### src/rtl/mips_mem_arbiter_pkg.sv
// Shared types for the data-memory arbiter.
// Opcode constants and FSM state encoding.
package mips_mem_arbiter_pkg;

    localparam logic [5:0] OP_LW = 6'b100011;
    localparam logic [5:0] OP_SB = 6'b101000;
    localparam logic [5:0] OP_SH = 6'b101001;
    localparam logic [5:0] OP_SW = 6'b101011;

    typedef enum logic [1:0] {
        IDLE   = 2'd0,
        ACCESS = 2'd1,
        RESP   = 2'd2
    } state_t;

    function automatic logic is_store(input logic [5:0] op);
        return (op == OP_SB) || (op == OP_SH) || (op == OP_SW);
    endfunction

endpackage

### src/rtl/mips_mem_arbiter_if.sv
// Bundle of both requester ports and the data-memory drive.
// slave = arbiter side, master = requesters plus memory.
interface mips_mem_arbiter_if;

    logic        p0_req;
    logic        p0_we;
    logic [5:0]  p0_op;
    logic [31:0] p0_addr;
    logic [31:0] p0_wdata;
    logic        p0_ack;
    logic        p0_err;
    logic [31:0] p0_rdata;

    logic        p1_req;
    logic        p1_we;
    logic [5:0]  p1_op;
    logic [31:0] p1_addr;
    logic [31:0] p1_wdata;
    logic        p1_ack;
    logic        p1_err;
    logic [31:0] p1_rdata;

    logic [31:0] mem_address;
    logic [31:0] write_data;
    logic [5:0]  opCode;
    logic        sig_mem_read;
    logic        sig_mem_write;
    logic [31:0] read_data;

    modport slave (
        input  p0_req, p0_we, p0_op, p0_addr, p0_wdata,
        output p0_ack, p0_err, p0_rdata,
        input  p1_req, p1_we, p1_op, p1_addr, p1_wdata,
        output p1_ack, p1_err, p1_rdata,
        output mem_address, write_data, opCode,
        output sig_mem_read, sig_mem_write,
        input  read_data
    );

    modport master (
        output p0_req, p0_we, p0_op, p0_addr, p0_wdata,
        input  p0_ack, p0_err, p0_rdata,
        output p1_req, p1_we, p1_op, p1_addr, p1_wdata,
        input  p1_ack, p1_err, p1_rdata,
        input  mem_address, write_data, opCode,
        input  sig_mem_read, sig_mem_write,
        output read_data
    );

endinterface

### src/rtl/mips_rr_arb2.sv
// Two-way round-robin selector.
// last = index of the port granted most recently.
module mips_rr_arb2 (
    input  logic [1:0] req,
    input  logic       last,
    output logic [1:0] grant
);

    // On a tie the port that did not win last time gets the grant.
    always_comb begin
        grant = req;
        if (req == 2'b11) begin
            grant = last ? 2'b01 : 2'b10;
        end
    end

endmodule

### src/rtl/mips_mem_arbiter.sv
// Two-port arbiter in front of the single-ported data memory.
// Each access walks IDLE -> ACCESS -> RESP, one strobe, one ack.
module mips_mem_arbiter
    import mips_mem_arbiter_pkg::*;
#(
    parameter int MEM_DEPTH = 256
) (
    input  logic               clk,
    input  logic               rst_n,
    mips_mem_arbiter_if.slave  bus
);

    state_t      state;
    state_t      state_nxt;
    logic [1:0]  grant;
    logic        any_req;
    logic        last_q;
    logic        owner_q;
    logic        we_q;
    logic        err_q;
    logic [5:0]  op_q;
    logic [31:0] addr_q;
    logic [31:0] wdata_q;

    logic        sel_we;
    logic [5:0]  sel_op;
    logic [31:0] sel_addr;
    logic [31:0] sel_wdata;
    logic        sel_bad;
    logic        rd_ok;

    assign any_req = bus.p0_req | bus.p1_req;

    mips_rr_arb2 u_rr (
        .req   ({bus.p1_req, bus.p0_req}),
        .last  (last_q),
        .grant (grant)
    );

    assign sel_we    = grant[1] ? bus.p1_we    : bus.p0_we;
    assign sel_op    = grant[1] ? bus.p1_op    : bus.p0_op;
    assign sel_addr  = grant[1] ? bus.p1_addr  : bus.p0_addr;
    assign sel_wdata = grant[1] ? bus.p1_wdata : bus.p0_wdata;

    // Illegal store opcode or out-of-range word: skip memory, flag error.
    assign sel_bad = (sel_we && !is_store(sel_op)) ||
                     (sel_addr >= 32'(MEM_DEPTH));

    assign rd_ok = !we_q && !err_q;

    // State register; reset abandons any access in flight.
    always_ff @(posedge clk or negedge rst_n) begin
        if (!rst_n) begin
            state <= IDLE;
        end else begin
            state <= state_nxt;
        end
    end

    // Next state: fixed three-step walk once a request is taken.
    always_comb begin
        state_nxt = state;
        unique case (state)
            IDLE:    state_nxt = any_req ? ACCESS : IDLE;
            ACCESS:  state_nxt = RESP;
            RESP:    state_nxt = IDLE;
            default: state_nxt = IDLE;
        endcase
    end

    // Capture the winner's request and rotate priority on each grant.
    always_ff @(posedge clk or negedge rst_n) begin
        if (!rst_n) begin
            last_q  <= 1'b1;
            owner_q <= 1'b0;
            we_q    <= 1'b0;
            err_q   <= 1'b0;
            op_q    <= '0;
            addr_q  <= '0;
            wdata_q <= '0;
        end else if (state == IDLE && any_req) begin
            last_q  <= grant[1];
            owner_q <= grant[1];
            we_q    <= sel_we;
            err_q   <= sel_bad;
            op_q    <= sel_op;
            addr_q  <= sel_addr;
            wdata_q <= sel_wdata;
        end
    end

    assign bus.mem_address = addr_q;
    assign bus.write_data  = wdata_q;
    assign bus.opCode      = op_q;

    // Strobes in ACCESS only; ack, err and read data in RESP to the owner.
    always_comb begin
        bus.sig_mem_read  = 1'b0;
        bus.sig_mem_write = 1'b0;
        bus.p0_ack        = 1'b0;
        bus.p0_err        = 1'b0;
        bus.p0_rdata      = '0;
        bus.p1_ack        = 1'b0;
        bus.p1_err        = 1'b0;
        bus.p1_rdata      = '0;
        unique case (state)
            ACCESS: begin
                bus.sig_mem_read  = !err_q && !we_q;
                bus.sig_mem_write = !err_q && we_q;
            end
            RESP: begin
                if (owner_q) begin
                    bus.p1_ack   = 1'b1;
                    bus.p1_err   = err_q;
                    bus.p1_rdata = rd_ok ? bus.read_data : '0;
                end else begin
                    bus.p0_ack   = 1'b1;
                    bus.p0_err   = err_q;
                    bus.p0_rdata = rd_ok ? bus.read_data : '0;
                end
            end
            default: begin
            end
        endcase
    end

endmodule

### src/flat_wrapper.sv
// flat-port wrapper written by rule: the top's interface ports become plain ports
module mips_mem_arbiter_flat import mips_mem_arbiter_pkg::*;
#(
    parameter int MEM_DEPTH = 256
)
  (clk, rst_n, bus_p0_req, bus_p0_we, bus_p0_op, bus_p0_addr, bus_p0_wdata, bus_p0_ack, bus_p0_err, bus_p0_rdata, bus_p1_req, bus_p1_we, bus_p1_op, bus_p1_addr, bus_p1_wdata, bus_p1_ack, bus_p1_err, bus_p1_rdata, bus_mem_address, bus_write_data, bus_opCode, bus_sig_mem_read, bus_sig_mem_write, bus_read_data);
  mips_mem_arbiter_if bus_i ();
  input  logic clk;
  input  logic rst_n;
  input wire logic [$bits(bus_i.p0_req)-1:0] bus_p0_req;
  input wire logic [$bits(bus_i.p0_we)-1:0] bus_p0_we;
  input wire logic [$bits(bus_i.p0_op)-1:0] bus_p0_op;
  input wire logic [$bits(bus_i.p0_addr)-1:0] bus_p0_addr;
  input wire logic [$bits(bus_i.p0_wdata)-1:0] bus_p0_wdata;
  output wire logic [$bits(bus_i.p0_ack)-1:0] bus_p0_ack;
  output wire logic [$bits(bus_i.p0_err)-1:0] bus_p0_err;
  output wire logic [$bits(bus_i.p0_rdata)-1:0] bus_p0_rdata;
  input wire logic [$bits(bus_i.p1_req)-1:0] bus_p1_req;
  input wire logic [$bits(bus_i.p1_we)-1:0] bus_p1_we;
  input wire logic [$bits(bus_i.p1_op)-1:0] bus_p1_op;
  input wire logic [$bits(bus_i.p1_addr)-1:0] bus_p1_addr;
  input wire logic [$bits(bus_i.p1_wdata)-1:0] bus_p1_wdata;
  output wire logic [$bits(bus_i.p1_ack)-1:0] bus_p1_ack;
  output wire logic [$bits(bus_i.p1_err)-1:0] bus_p1_err;
  output wire logic [$bits(bus_i.p1_rdata)-1:0] bus_p1_rdata;
  output wire logic [$bits(bus_i.mem_address)-1:0] bus_mem_address;
  output wire logic [$bits(bus_i.write_data)-1:0] bus_write_data;
  output wire logic [$bits(bus_i.opCode)-1:0] bus_opCode;
  output wire logic [$bits(bus_i.sig_mem_read)-1:0] bus_sig_mem_read;
  output wire logic [$bits(bus_i.sig_mem_write)-1:0] bus_sig_mem_write;
  input wire logic [$bits(bus_i.read_data)-1:0] bus_read_data;
  assign bus_i.p0_req = bus_p0_req;
  assign bus_i.p0_we = bus_p0_we;
  assign bus_i.p0_op = bus_p0_op;
  assign bus_i.p0_addr = bus_p0_addr;
  assign bus_i.p0_wdata = bus_p0_wdata;
  assign bus_p0_ack = bus_i.p0_ack;
  assign bus_p0_err = bus_i.p0_err;
  assign bus_p0_rdata = bus_i.p0_rdata;
  assign bus_i.p1_req = bus_p1_req;
  assign bus_i.p1_we = bus_p1_we;
  assign bus_i.p1_op = bus_p1_op;
  assign bus_i.p1_addr = bus_p1_addr;
  assign bus_i.p1_wdata = bus_p1_wdata;
  assign bus_p1_ack = bus_i.p1_ack;
  assign bus_p1_err = bus_i.p1_err;
  assign bus_p1_rdata = bus_i.p1_rdata;
  assign bus_mem_address = bus_i.mem_address;
  assign bus_write_data = bus_i.write_data;
  assign bus_opCode = bus_i.opCode;
  assign bus_sig_mem_read = bus_i.sig_mem_read;
  assign bus_sig_mem_write = bus_i.sig_mem_write;
  assign bus_i.read_data = bus_read_data;
  mips_mem_arbiter #(.MEM_DEPTH(MEM_DEPTH)) u_core (.clk(clk), .rst_n(rst_n), .bus(bus_i));
endmodule
### config.mk
export PLATFORM = sky130hd
export DESIGN_NAME = mips_mem_arbiter_flat
export DESIGN_NICKNAME = d
export VERILOG_FILES = /design/src/rtl/mips_mem_arbiter_pkg.sv /design/src/rtl/mips_mem_arbiter_if.sv /design/src/rtl/mips_rr_arb2.sv /design/src/rtl/mips_mem_arbiter.sv /design/src/flat_wrapper.sv
export SDC_FILE = /design/constraint.sdc
export NUM_CORES = 1
export LEC_CHECK = 0
export CORE_AREA = 2 2 123 125
export DETAILED_ROUTE_END_ITERATION = 7
export DIE_AREA = 0 0 125 127
export PLACE_DENSITY = 0.68
export SLEW_MARGIN = 10
export SYNTH_ARGS = -nofsm -noshare
export SYNTH_HDL_FRONTEND = slang
export SYNTH_SLANG_ARGS = --single-unit
### constraint.sdc
create_clock -name clk -period 3.76 [get_ports clk]
set_input_delay 0.752 -clock clk [delete_from_list [all_inputs] [get_ports clk]]
set_output_delay 0.752 -clock clk [all_outputs]
set_load 0.005 [all_outputs]
Word level (Yosys, flattened, before mapping). Cells that the tools add are included.

Multiplexer cells: 23. Reductions and logical operators: 11. Bitwise operators: 1. Magnitude comparators: 1. Equal/unequal tests: 6.

Operator list (count): 32-bit two-way mux (7); 32-bit by 9-bit greater-or-equal comparator with 1-bit output (second input constant) (1); 6-bit == test (second input constant) (3); 1-bit two-way mux (12); 6-bit two-way mux (1); 2-bit == test (second input constant) (2); 1-bit logical AND (4); 2-bit two-way mux (2); 2-bit one-hot mux with 2 select lines (1); 1-bit zero test (3); 1-bit logical OR (3); 2-bit by 1-bit == test with 1-bit output (second input constant) (1); 2-bit zero test (1); 1-bit OR (1).

Input port bits: 178. Output and inout port bits: 140. Word-level logic and storage cells: 50. Register bits after elaboration: 76.

Longest topological paths before layout. Gate-level depths: netlist (run 1).

Depth in word-level cells: 9. Mapped depth: 6. Gate-level depth less buffers: 5.

Modules after synthesis. Synthesis (run 1) repeated with hierarchy kept, for this count alone.

Cells, all modules: 440. Area total of the unflattened synthesis: 4121.5 um^2.

By module, submodules not included: mips_mem_arbiter (sequential area each 1903.1 um^2, area an instance 4102.7 um^2, instances 1, cells each 437); mips_rr_arb2 (sequential area each 0.0 um^2, area an instance 18.8 um^2, instances 1, cells each 3).

Least setup slack after synthesis (run 1). OpenSTA, ideal clock, no wires.

Kind: reg2out. From: register u_core.state[0]. To: output port bus_p1_rdata[23]. Required time: 3008 ps. Data arrival time: 1179 ps. Buffers on the path: 2. Stages on the path, launching flop included: 5. Setup slack: 1829 ps. Cell sequence: dfrtp_1 and3b_1 clkbuf_1 clkbuf_1 and3_1.

Cells in the longest elaborated chain, start to end: 2.

RTL lines: start: declaration (line mips_mem_arbiter.sv:13) `state_t state;`; start signal: assignment (line mips_mem_arbiter.sv:56) `state <= state_nxt;`; 2-bit == test (line mips_mem_arbiter.sv:106) `unique case (state)`; 32-bit two-way mux (line mips_mem_arbiter.sv:106); end: declaration (line flat_wrapper.sv:25) `output wire logic [$bits(bus_i.p1_rdata)-1:0] bus_p1_rdata;`.

Every way passes these cells.

Worst setup path after layout (run 1).
From: register u_core.state[0]. To: output port bus_p1_rdata[21].

The elaborated chain is that of the path after synthesis.

==> impl_metrics.yaml, run 1 <==
detailed_routing:
  drtIter0Drc: 137
  routed_wl_um: 15430
  final_antenna_violating_net_count: 0
  route.detailed.vias_per_inst: 4.794
  drt_pass1_iterations: 4
  drt_drc_violations_left: 0
  vias: 4420
  route.detailed.wl_per_inst_um: 16.73
timing:
  finalCritPeriodShare_pct: 84.08
  rsz0062_at_grt: "false"
  worstMarginPinSlew_ns: 0.9734
  finalSetupViolations: 0
  timing.slew.headroom_pct: 35.10
  finalSetupTns_ns: 0
  fin_skew_ns: 0.01034
  timing.final.crit_period_ns: 3.161
  maxClockFrequency_mhz: 316.3
  worst_case_hold_slack_ns: 0.4972
  timing.final.ws_setup_ns: 0.5986
  final-max-slew-violation-count: 0
  hold_viol_final: 0
hold_path:
  hold-path-cell-count: 1
  holdCritStartpoint: "u_core.state[1]"
  min_delay_worst_type: "reg2reg"
  worstHoldEndpoint: "u_core.state[1]"
cells_and_area:
  area_growth_syn_to_layout_pct: 87.16
  final_layout_size_suffix_gt1_share_pct: 4.878
  final.fill_count: 1291
  nNetsFinal: 911
  n_antenna_cell: 0
worst_setup_path:
  reg2reg_depth: 5
  endpoint_kind: "primary output"
  worstPathCellList: "and3b_1 -> and3_1 -> clkdlybuf4s50_1"
  setup.worst_path.start_class: "flip-flop"
  regToRegStartpoint: "u_core.state[1]"
  critical_path_class: "reg2out"
  cp_data_required_time_ns: 3.01
  crit_path_max_incr_delay_ns: 0.86
  r2r_slack_ns: 1.93
  rr_endpoint: "u_core.bus.mem_address[25]"
  cp_data_arrival_time_ns: 2.41
  critical_path_peak_fanout: 34
  crit_slowest_cell: "sky130_fd_sc_hd__and3b_1"
placed_design:
  preCtsSetupSlack_ns: 0.9639
  place_congestion: 0.8955
  detailed_place_hpwl_um: 11940
  port_buffers: 317
synth:
  post_synth_arst_share_pct: 100.0
  synthDominantAreaCellType: "sky130_fd_sc_hd__dfrtp_1"
  avgSynthCellArea_um2: 9.609
  ys.flop_type: "sky130_fd_sc_hd__dfrtp_1"
  yosys_warnings: 0
  total_of_flip_flops_plus_latches_after_synthesis: 76
  post-synth-top-count-cell: "sky130_fd_sc_hd__nor2_1"
  synth_top_cells_by_area: "sky130_fd_sc_hd__dfrtp_1 45%, sky130_fd_sc_hd__mux2i_1 17%, sky130_fd_sc_hd__and3_1 9.6%"
  synth_fp_nets: 612
  post_synthesis_sequential_area_ratio_pct: 45.63
  netlist.area_leader.share_pct: 45.00
  synth.lib_cells_used.distinct: 33
  post_synthesis_cell_count: 434
  post_synth_instance_area_um2: 4170
  post_synth_most_frequent_cells: "76 x sky130_fd_sc_hd__nor2_1, 75 x sky130_fd_sc_hd__dfrtp_1, 73 x sky130_fd_sc_hd__a21oi_1"
  number_of_enable_type_register_cells_in_the_synthesized_netlist: 0
cts:
  cts.sink_count: 76
  cts_inserted_buffers: 9
  cts_setup_buffers: 0
  holdBufCountCts: 0
  cts.htree.levels: 3
  clkLatencyLatePin_ns: 0.34
  path_clk_slew_ns: 0.06
  tritoncts: "done"
  postCtsResizedCells: 0
  buffers_from_clock_root_to_sink_at_most: 2
  clock-root-buffer: "sky130_fd_sc_hd__clkbuf_16"
floorplan:
  core.rowCount: 44
  die_area_um2: 15880
  die_width_um: 125
  initial_utilization_pct: 28.91
  floorplan.die.height_um: 127
  placeableCoreArea_um2: 14420
  floorplan.io_pins: 318
global_routing:
  largest_net_degree_at_the_start_of_global_routing: 77
  grt_antenna_before_repair: 0
  grt_first_pass_wirelength_um: 23730
  first_global_vias: 4494
  grt_remaining_overflow: 0
  grt.total_usage_pct: 18.63
pwr:
  power.density_cell_area_nw_per_um2: 576.3
  leakage_nw: 3.300
  vdd_ir_drop_max_v: 0.0003016
run:
  max-cap-violations: 0
outcome:
  run_status: "completed"
-- flip-flops by register name (all words and copies together), names as in the netlist --
name	flops
u_core.bus.write_data	32
u_core.state	2
u_core.err_q	1
u_core.owner_q	1
u_core.bus.opCode	6
u_core.we_q	1
u_core.bus.mem_address	32
u_core.last_q	1
-- how the worst max path moves through the flow --
stage	from	endpoint	slack, ns	depth (start not counted)
after floorplan	u_core.state[0]	bus_p1_rdata[23]	1.83	4
after global placement	u_core.state[0]	bus_p1_rdata[11]	1.06	3
after detailed placement	u_core.state[0]	bus_p1_rdata[21]	0.96	3
after CTS	u_core.state[0]	bus_p1_rdata[21]	0.58	3
after global routing	u_core.state[0]	bus_p1_rdata[11]	0.50	3
final	u_core.state[0]	bus_p1_rdata[21]	0.60	3
-- stage by stage --
| stage | power, mW | std cells | instance area [µm²] | util [%] |
|---|---|---|---|---|
| floorplan | 2.363 | 434 | 4170 | - |
| global placement | 3.524 | 906 | 7480 | 51.86 |
| detailed placement | 3.585 | 906 | 7480 | 51.86 |
| CTS | 4.565 | 922 | 7805 | 54.11 |
| global route | 4.819 | 922 | 7805 | 54.11 |
| finish | 4.498 | 922 | 7805 | 54.11 |
-- cell type report --
class                   instances  area [µm²]  share of cell area (%)
repair buffers                326        3288                   42.13
multi-input cells             318        2051                   26.27
flip-flops and latches         76        1903                   24.38
clock buffers                  11       242.7                   3.110
well taps                     184       230.2                   2.950
clock inverters                 5       82.58                   1.058
inverters                       2       7.507                 0.09618
-- critical path: cells and delay by family (launching register included) --
family	cells	cell delay [ns]
AND/OR/NAND/NOR	2	1.14
buffers and inverters	1	0.53
flip-flops	1	0.40
-- per-layer routing --
layer / share of wire, % / vias up / global-route usage, %
met5: 0 / - / 0
met4: 1.8 / 0 / 6.275
met3: 7.9 / 17 / 5.318
met2: 51 / 205 / 33.82
met1: 39 / 2057 / 21.07
li1: - / 2141 / -
-- cells in the final DEF, fill, tap and decap left out, types with 4 or more instances in the layout --
cell,n
sky130_fd_sc_hd__clkbuf_16,9
sky130_fd_sc_hd__and3_1,64
sky130_fd_sc_hd__nor2_1,75
sky130_fd_sc_hd__clkdlybuf4s50_1,316
sky130_fd_sc_hd__a21oi_1,73
sky130_fd_sc_hd__dfrtp_1,75
sky130_fd_sc_hd__nor4_1,6
sky130_fd_sc_hd__buf_12,4
sky130_fd_sc_hd__mux2i_1,70
sky130_fd_sc_hd__buf_4,6
-- kinds of logic after synthesis --
| kind of cell | Yosys count | share of synthesized area [%] |
|---|---|---|
| and+or+nand+nor | 165 | 21.06 |
| DFF | 76 | 45.63 |
| muxes | 71 | 17.07 |
| AOI/OAI and AO/OA | 82 | 10.80 |
| buffers and inverters | 40 | 5.431 |
-- report_power, final --
part / leakage (nW) / total (mW) / internal, mW / switching, mW
Clock: 0.161 / 0.949 / 0.603 / 0.346
Combinational: 2.30 / 2.10 / 1.18 / 0.919
Sequential: 0.838 / 1.45 / 1.23 / 0.223
Total: 3.30 / 4.50 / 3.01 / 1.49
(Power assumes the default switching activity.)
==> inputs of run 2 (changes only) <==
CORE_AREA = 2 2 125 127   (was 2 2 123 125)
DIE_AREA = 0 0 127 129   (was 0 0 125 127)
PLACE_DENSITY = 0.66   (was 0.68)
clock period = 3.2 ns   (was 3.76 ns; I/O delays follow)
==> impl_metrics.yaml, run 2 (synthesis gave the netlist of run 1 again) <==
floorplan:
  placeableCoreArea_um2: 14980
  core.rowCount: 45
  initial_utilization_pct: 27.84
  die_area_um2: 16380
  floorplan.io_pins: 318
  die_width_um: 127
  floorplan.die.height_um: 129
worst_setup_path:
  endpoint_kind: "primary output"
  r2r_slack_ns: 1.50
  critical_path_peak_fanout: 65
  cp_data_arrival_time_ns: 2.09
  worstPathCellList: "nor2_2 -> buf_4 -> and3_1 -> clkdlybuf4s50_1"
  crit_path_max_incr_delay_ns: 0.52
  critical_path_class: "reg2out"
  setup.worst_path.start_class: "flip-flop"
  crit_slowest_cell: "sky130_fd_sc_hd__clkdlybuf4s50_1"
  cp_data_required_time_ns: 2.56
hold_path:
  min_delay_worst_type: "in2async"
cts:
  holdBufCountCts: 0
  clkLatencyLatePin_ns: 0.34
  cts_setup_buffers: 0
  buffers_from_clock_root_to_sink_at_most: 2
  postCtsResizedCells: 0
  cts.sink_count: 76
  cts.htree.levels: 3
  tritoncts: "done"
  cts_inserted_buffers: 9
  clock-root-buffer: "sky130_fd_sc_hd__clkbuf_16"
  path_clk_slew_ns: 0.06
timing:
  worstMarginPinSlew_ns: 0.9587
  timing.final.crit_period_ns: 2.730
  finalCritPeriodShare_pct: 85.32
  fin_skew_ns: 0.007274
  maxClockFrequency_mhz: 366.3
  final-max-slew-violation-count: 0
  rsz0062_at_grt: "false"
  finalSetupTns_ns: 0
  timing.slew.headroom_pct: 36.09
  hold_viol_final: 0
  finalSetupViolations: 0
pwr:
  p_sw_mw: 1.746
  power.share.switching_pct: 33.50
  share_comb_of_total_power_pct: 47.2
  vdd_ir_drop_max_v: 0.0003482
  power.density_cell_area_nw_per_um2: 670.3
  part_of_the_total_power_dissipated_in_the_clock_network_pct: 20.3
  leakage_nw: 3.282
  seqPwrFrac_pct: 32.5
  power_report.internal_total_mw: 3.466
detailed_routing:
  routed_wl_um: 14860
  drt_pass1_iterations: 4
  vias: 4393
  route.detailed.vias_per_inst: 4.749
  drtIter0Drc: 185
  route.detailed.wl_per_inst_um: 16.06
  drt_drc_violations_left: 0
  final_antenna_violating_net_count: 0
global_routing:
  grt_antenna_before_repair: 0
  grt_first_pass_wirelength_um: 23000
  first_global_vias: 4419
  largest_net_degree_at_the_start_of_global_routing: 77
  grt.total_usage_pct: 17.61
  grt_remaining_overflow: 0
cells_and_area:
  final_layout_size_suffix_gt1_share_pct: 4.885
  mostFrequentLayoutCells: "316 x sky130_fd_sc_hd__clkdlybuf4s50_1, 75 x sky130_fd_sc_hd__nor2_1, 75 x sky130_fd_sc_hd__dfrtp_1"
  area_growth_syn_to_layout_pct: 86.44
  final_common_cell: "sky130_fd_sc_hd__clkdlybuf4s50_1"
  nNetsFinal: 910
  n_antenna_cell: 0
  postLayoutCellArea_um2: 7775
placed_design:
  port_buffers: 317
  dpl_cell_area_um2: 7465
  place_congestion: 0.8123
  detailed_place_hpwl_um: 11490
outcome:
  run_status: "completed"
run:
  max-cap-violations: 0
run 2: worst paths after layout:
path,from,to,depth (start not counted)
worst max-delay path,u_core.err_q,bus_p0_rdata[0],4
max in group asynchronous,rst_n,u_core.we_q,1
worst max register to register,u_core.state[0],u_core.bus.write_data[6],5
min in group clk,u_core.state[1],u_core.state[1],1
worst min register to register,u_core.state[1],u_core.state[1],1
worst min-delay path,rst_n,u_core.bus.write_data[11],1
run 2: final cells by class:
| class | instances | area, µm² |
|---|---|---|
| fillers | 1353 | 7202 |
| well taps | 188 | 235.2 |
| clock buffers | 10 | 239.0 |
| flip-flops and latches | 76 | 1903 |
| repair buffers | 325 | 3268 |
| multi-input cells | 318 | 2051 |
| clock inverters | 6 | 71.32 |
| inverters | 2 | 7.507 |
run 2: power by group through the flow:
stage | clock, mW | sequential [mW] | combinational (mW)
floorplan | 0 | 1.73 | 1.04
finish | 1.06 | 1.69 | 2.46
detailed placement | 0 | 1.71 | 2.48
global route | 1.14 | 1.76 | 2.71
global placement | 0 | 1.69 | 2.45
CTS | 1.09 | 1.70 | 2.50
run 2: through the flow:
step                      util (%)  hold slack (ns)  setup WS (ns)  power (mW)  std cells
final                        51.91           0.4539         0.4699       5.211        925
after floorplan                  -           0.3444          1.381       2.776        434
after CTS                    51.91           0.4964         0.4763       5.286        925
after detailed placement     49.84           0.4941         0.7649       4.195        909
after global routing         51.91           0.5403         0.3347       5.600        925
after global placement       49.84           0.4832         0.7770       4.137        909
run 2: worst max-delay path, delay by kind of cell (launching register included):
kind                   cells  cell delay (ns)
buffers and inverters      2             0.94
and+or+nand+nor            2             0.36
DFF                        1             0.44
run 2: layer usage:
layer  up-vias  GRT usage (%)  wire [µm]
met5         -              0          0
met4         0          6.141        320
met3        23          5.904       1324
met2       194          30.90       7384
met1      2031          20.18       5829
li1       2145              -          -
==> inputs of run 3 (changes only) <==
--- a/config.mk
+++ b/config.mk
@@ -7,6 +7,6 @@
 export LEC_CHECK = 0
-export CORE_AREA = 2 2 125 127
+export CORE_ASPECT_RATIO = 0.5
+export CORE_UTILIZATION = 34
 export DETAILED_ROUTE_END_ITERATION = 7
-export DIE_AREA = 0 0 127 129
-export PLACE_DENSITY = 0.66
+export PLACE_DENSITY = 0.79
 export SLEW_MARGIN = 10
--- a/constraint.sdc
+++ b/constraint.sdc
@@ -3,2 +3,2 @@
 set_output_delay 0.64 -clock clk [all_outputs]
-set_load 0.005 [all_outputs]
+set_load 0.05 [all_outputs]
==> impl_metrics.yaml, run 3 (synthesis gave the netlist of run 1 again) <==
cells_and_area:
  nNetsFinal: 911
  post-route-util_pct: 64.68
  area_growth_syn_to_layout_pct: 84.19
  mostFrequentLayoutCells: "282 x sky130_fd_sc_hd__clkdlybuf4s50_1, 75 x sky130_fd_sc_hd__nor2_1, 75 x sky130_fd_sc_hd__dfrtp_1"
  final.fill_count: 999
  final_common_cell: "sky130_fd_sc_hd__clkdlybuf4s50_1"
  n_antenna_cell: 0
  final_layout_size_suffix_gt1_share_pct: 9.621
cts:
  cts.sink_count: 76
  holdBufCountCts: 0
  tritoncts: "done"
  cts_inserted_buffers: 9
  postCtsResizedCells: 0
  clkLatencyLatePin_ns: 0.34
  cts.htree.levels: 3
  path_clk_slew_ns: 0.06
  buffers_from_clock_root_to_sink_at_most: 2
  cts_setup_buffers: 0
  clock-root-buffer: "sky130_fd_sc_hd__clkbuf_16"
detailed_routing:
  drtIter0Drc: 242
  drt_drc_violations_left: 0
  drt_pass1_iterations: 4
  vias: 4335
  final_antenna_violating_net_count: 0
  route.detailed.wl_per_inst_um: 16.39
  route.detailed.vias_per_inst: 4.801
  routed_wl_um: 14800
floorplan:
  die_area_um2: 12740
  die_width_um: 158.6
  core.rowCount: 28
  floorplan.io_pins: 318
  placeableCoreArea_um2: 11880
  initial_utilization_pct: 35.11
  floorplan.die.height_um: 80.31
timing:
  timing.final.crit_period_ns: 2.979
  timing.slew.headroom_pct: 35.28
  worst_case_hold_slack_ns: 0.4403
  rsz0062_at_grt: "false"
  finalSetupTns_ns: 0
  maxClockFrequency_mhz: 335.6
  hold_viol_final: 0
  worstMarginPinSlew_ns: 0.9707
  finalSetupViolations: 0
  fin_skew_ns: 0.005948
  finalCritPeriodShare_pct: 93.11
  final-max-slew-violation-count: 0
worst_setup_path:
  r2r_slack_ns: 1.39
  setup.worst_path.start_class: "flip-flop"
  critical_path_peak_fanout: 65
  endpoint_kind: "primary output"
  critical_path_class: "reg2out"
  rr_endpoint: "u_core.bus.write_data[1]"
  regToRegStartpoint: "u_core.state[1]"
  cp_data_required_time_ns: 2.56
  cp.buffers_inverters: 2
  cp_data_arrival_time_ns: 2.34
  worstPathCellList: "nor2_2 -> buf_4 -> and3_1 -> clkdlybuf4s50_1"
  crit_path_max_incr_delay_ns: 0.83
  worst_path_dominant_cell_family: "buffers and inverters"
  reg2reg_depth: 5
  crit_slowest_cell: "sky130_fd_sc_hd__clkdlybuf4s50_1"
pwr:
  power.density_cell_area_nw_per_um2: 882.0
  leakage_nw: 3.355
  vdd_ir_drop_max_v: 0.0004870
  post_route_total_power_mw: 6.775
placed_design:
  place_congestion: 0.7932
  detailed_place_hpwl_um: 11560
  port_buffers: 317
global_routing:
  grt_first_pass_wirelength_um: 21960
  grt_antenna_before_repair: 0
  largest_net_degree_at_the_start_of_global_routing: 77
  first_global_vias: 4218
  grt_remaining_overflow: 0
  grt.total_usage_pct: 22.56
outcome:
  run_status: "completed"
run:
  max-cap-violations: 0
hold_path:
  min_delay_worst_type: "in2async"
run 3: layer usage:
metal,global-route usage [%],share of wire (%)
met5,0,0
met3,5.235,5.4
met1,26.22,41
met2,41.75,52
met4,5.962,1.6
run 3: stage by stage:
stage	area, µm²	cells	setup slack, ns
floorplan	4170	434	0.6471
detailed placement	7371	887	0.4767
global placement	7371	887	0.4823
CTS	7681	903	0.2205
finish	7681	903	0.2205
global route	7681	903	0.1095
run 3: worst max path at each step:
stage                      startpoint          endpoint  slack (ns)  depth (start not counted)
finish                   u_core.err_q  bus_p1_rdata[28]        0.22                          4
CTS                      u_core.err_q  bus_p1_rdata[28]        0.22                          4
floorplan             u_core.state[0]  bus_p1_rdata[23]        0.65                          4
global placement    bus_read_data[27]  bus_p1_rdata[27]        0.48                          3
global route             u_core.err_q  bus_p1_rdata[22]        0.11                          4
detailed placement  bus_read_data[16]  bus_p1_rdata[16]        0.48                          3
run 3: where the power goes:
| group | switching (mW) | internal, mW | total [mW] |
|---|---|---|---|
| Clock | 0.417 | 0.630 | 1.05 |
| Combinational | 2.63 | 1.40 | 4.03 |
| Sequential | 0.254 | 1.44 | 1.69 |
| Total | 3.30 | 3.47 | 6.77 |
run 3: layout make-up:
type,instances,area (µm²),area share [%]
Tap cell,165,206.4,2.688
Clock buffer,10,239.0,3.111
Clock inverter,6,71.32,0.9285
Multi-Input combinational cell,318,2051,26.70
Inverter,2,7.507,0.09774
Timing Repair Buffer,326,3203,41.70
Sequential cell,76,1903,24.78
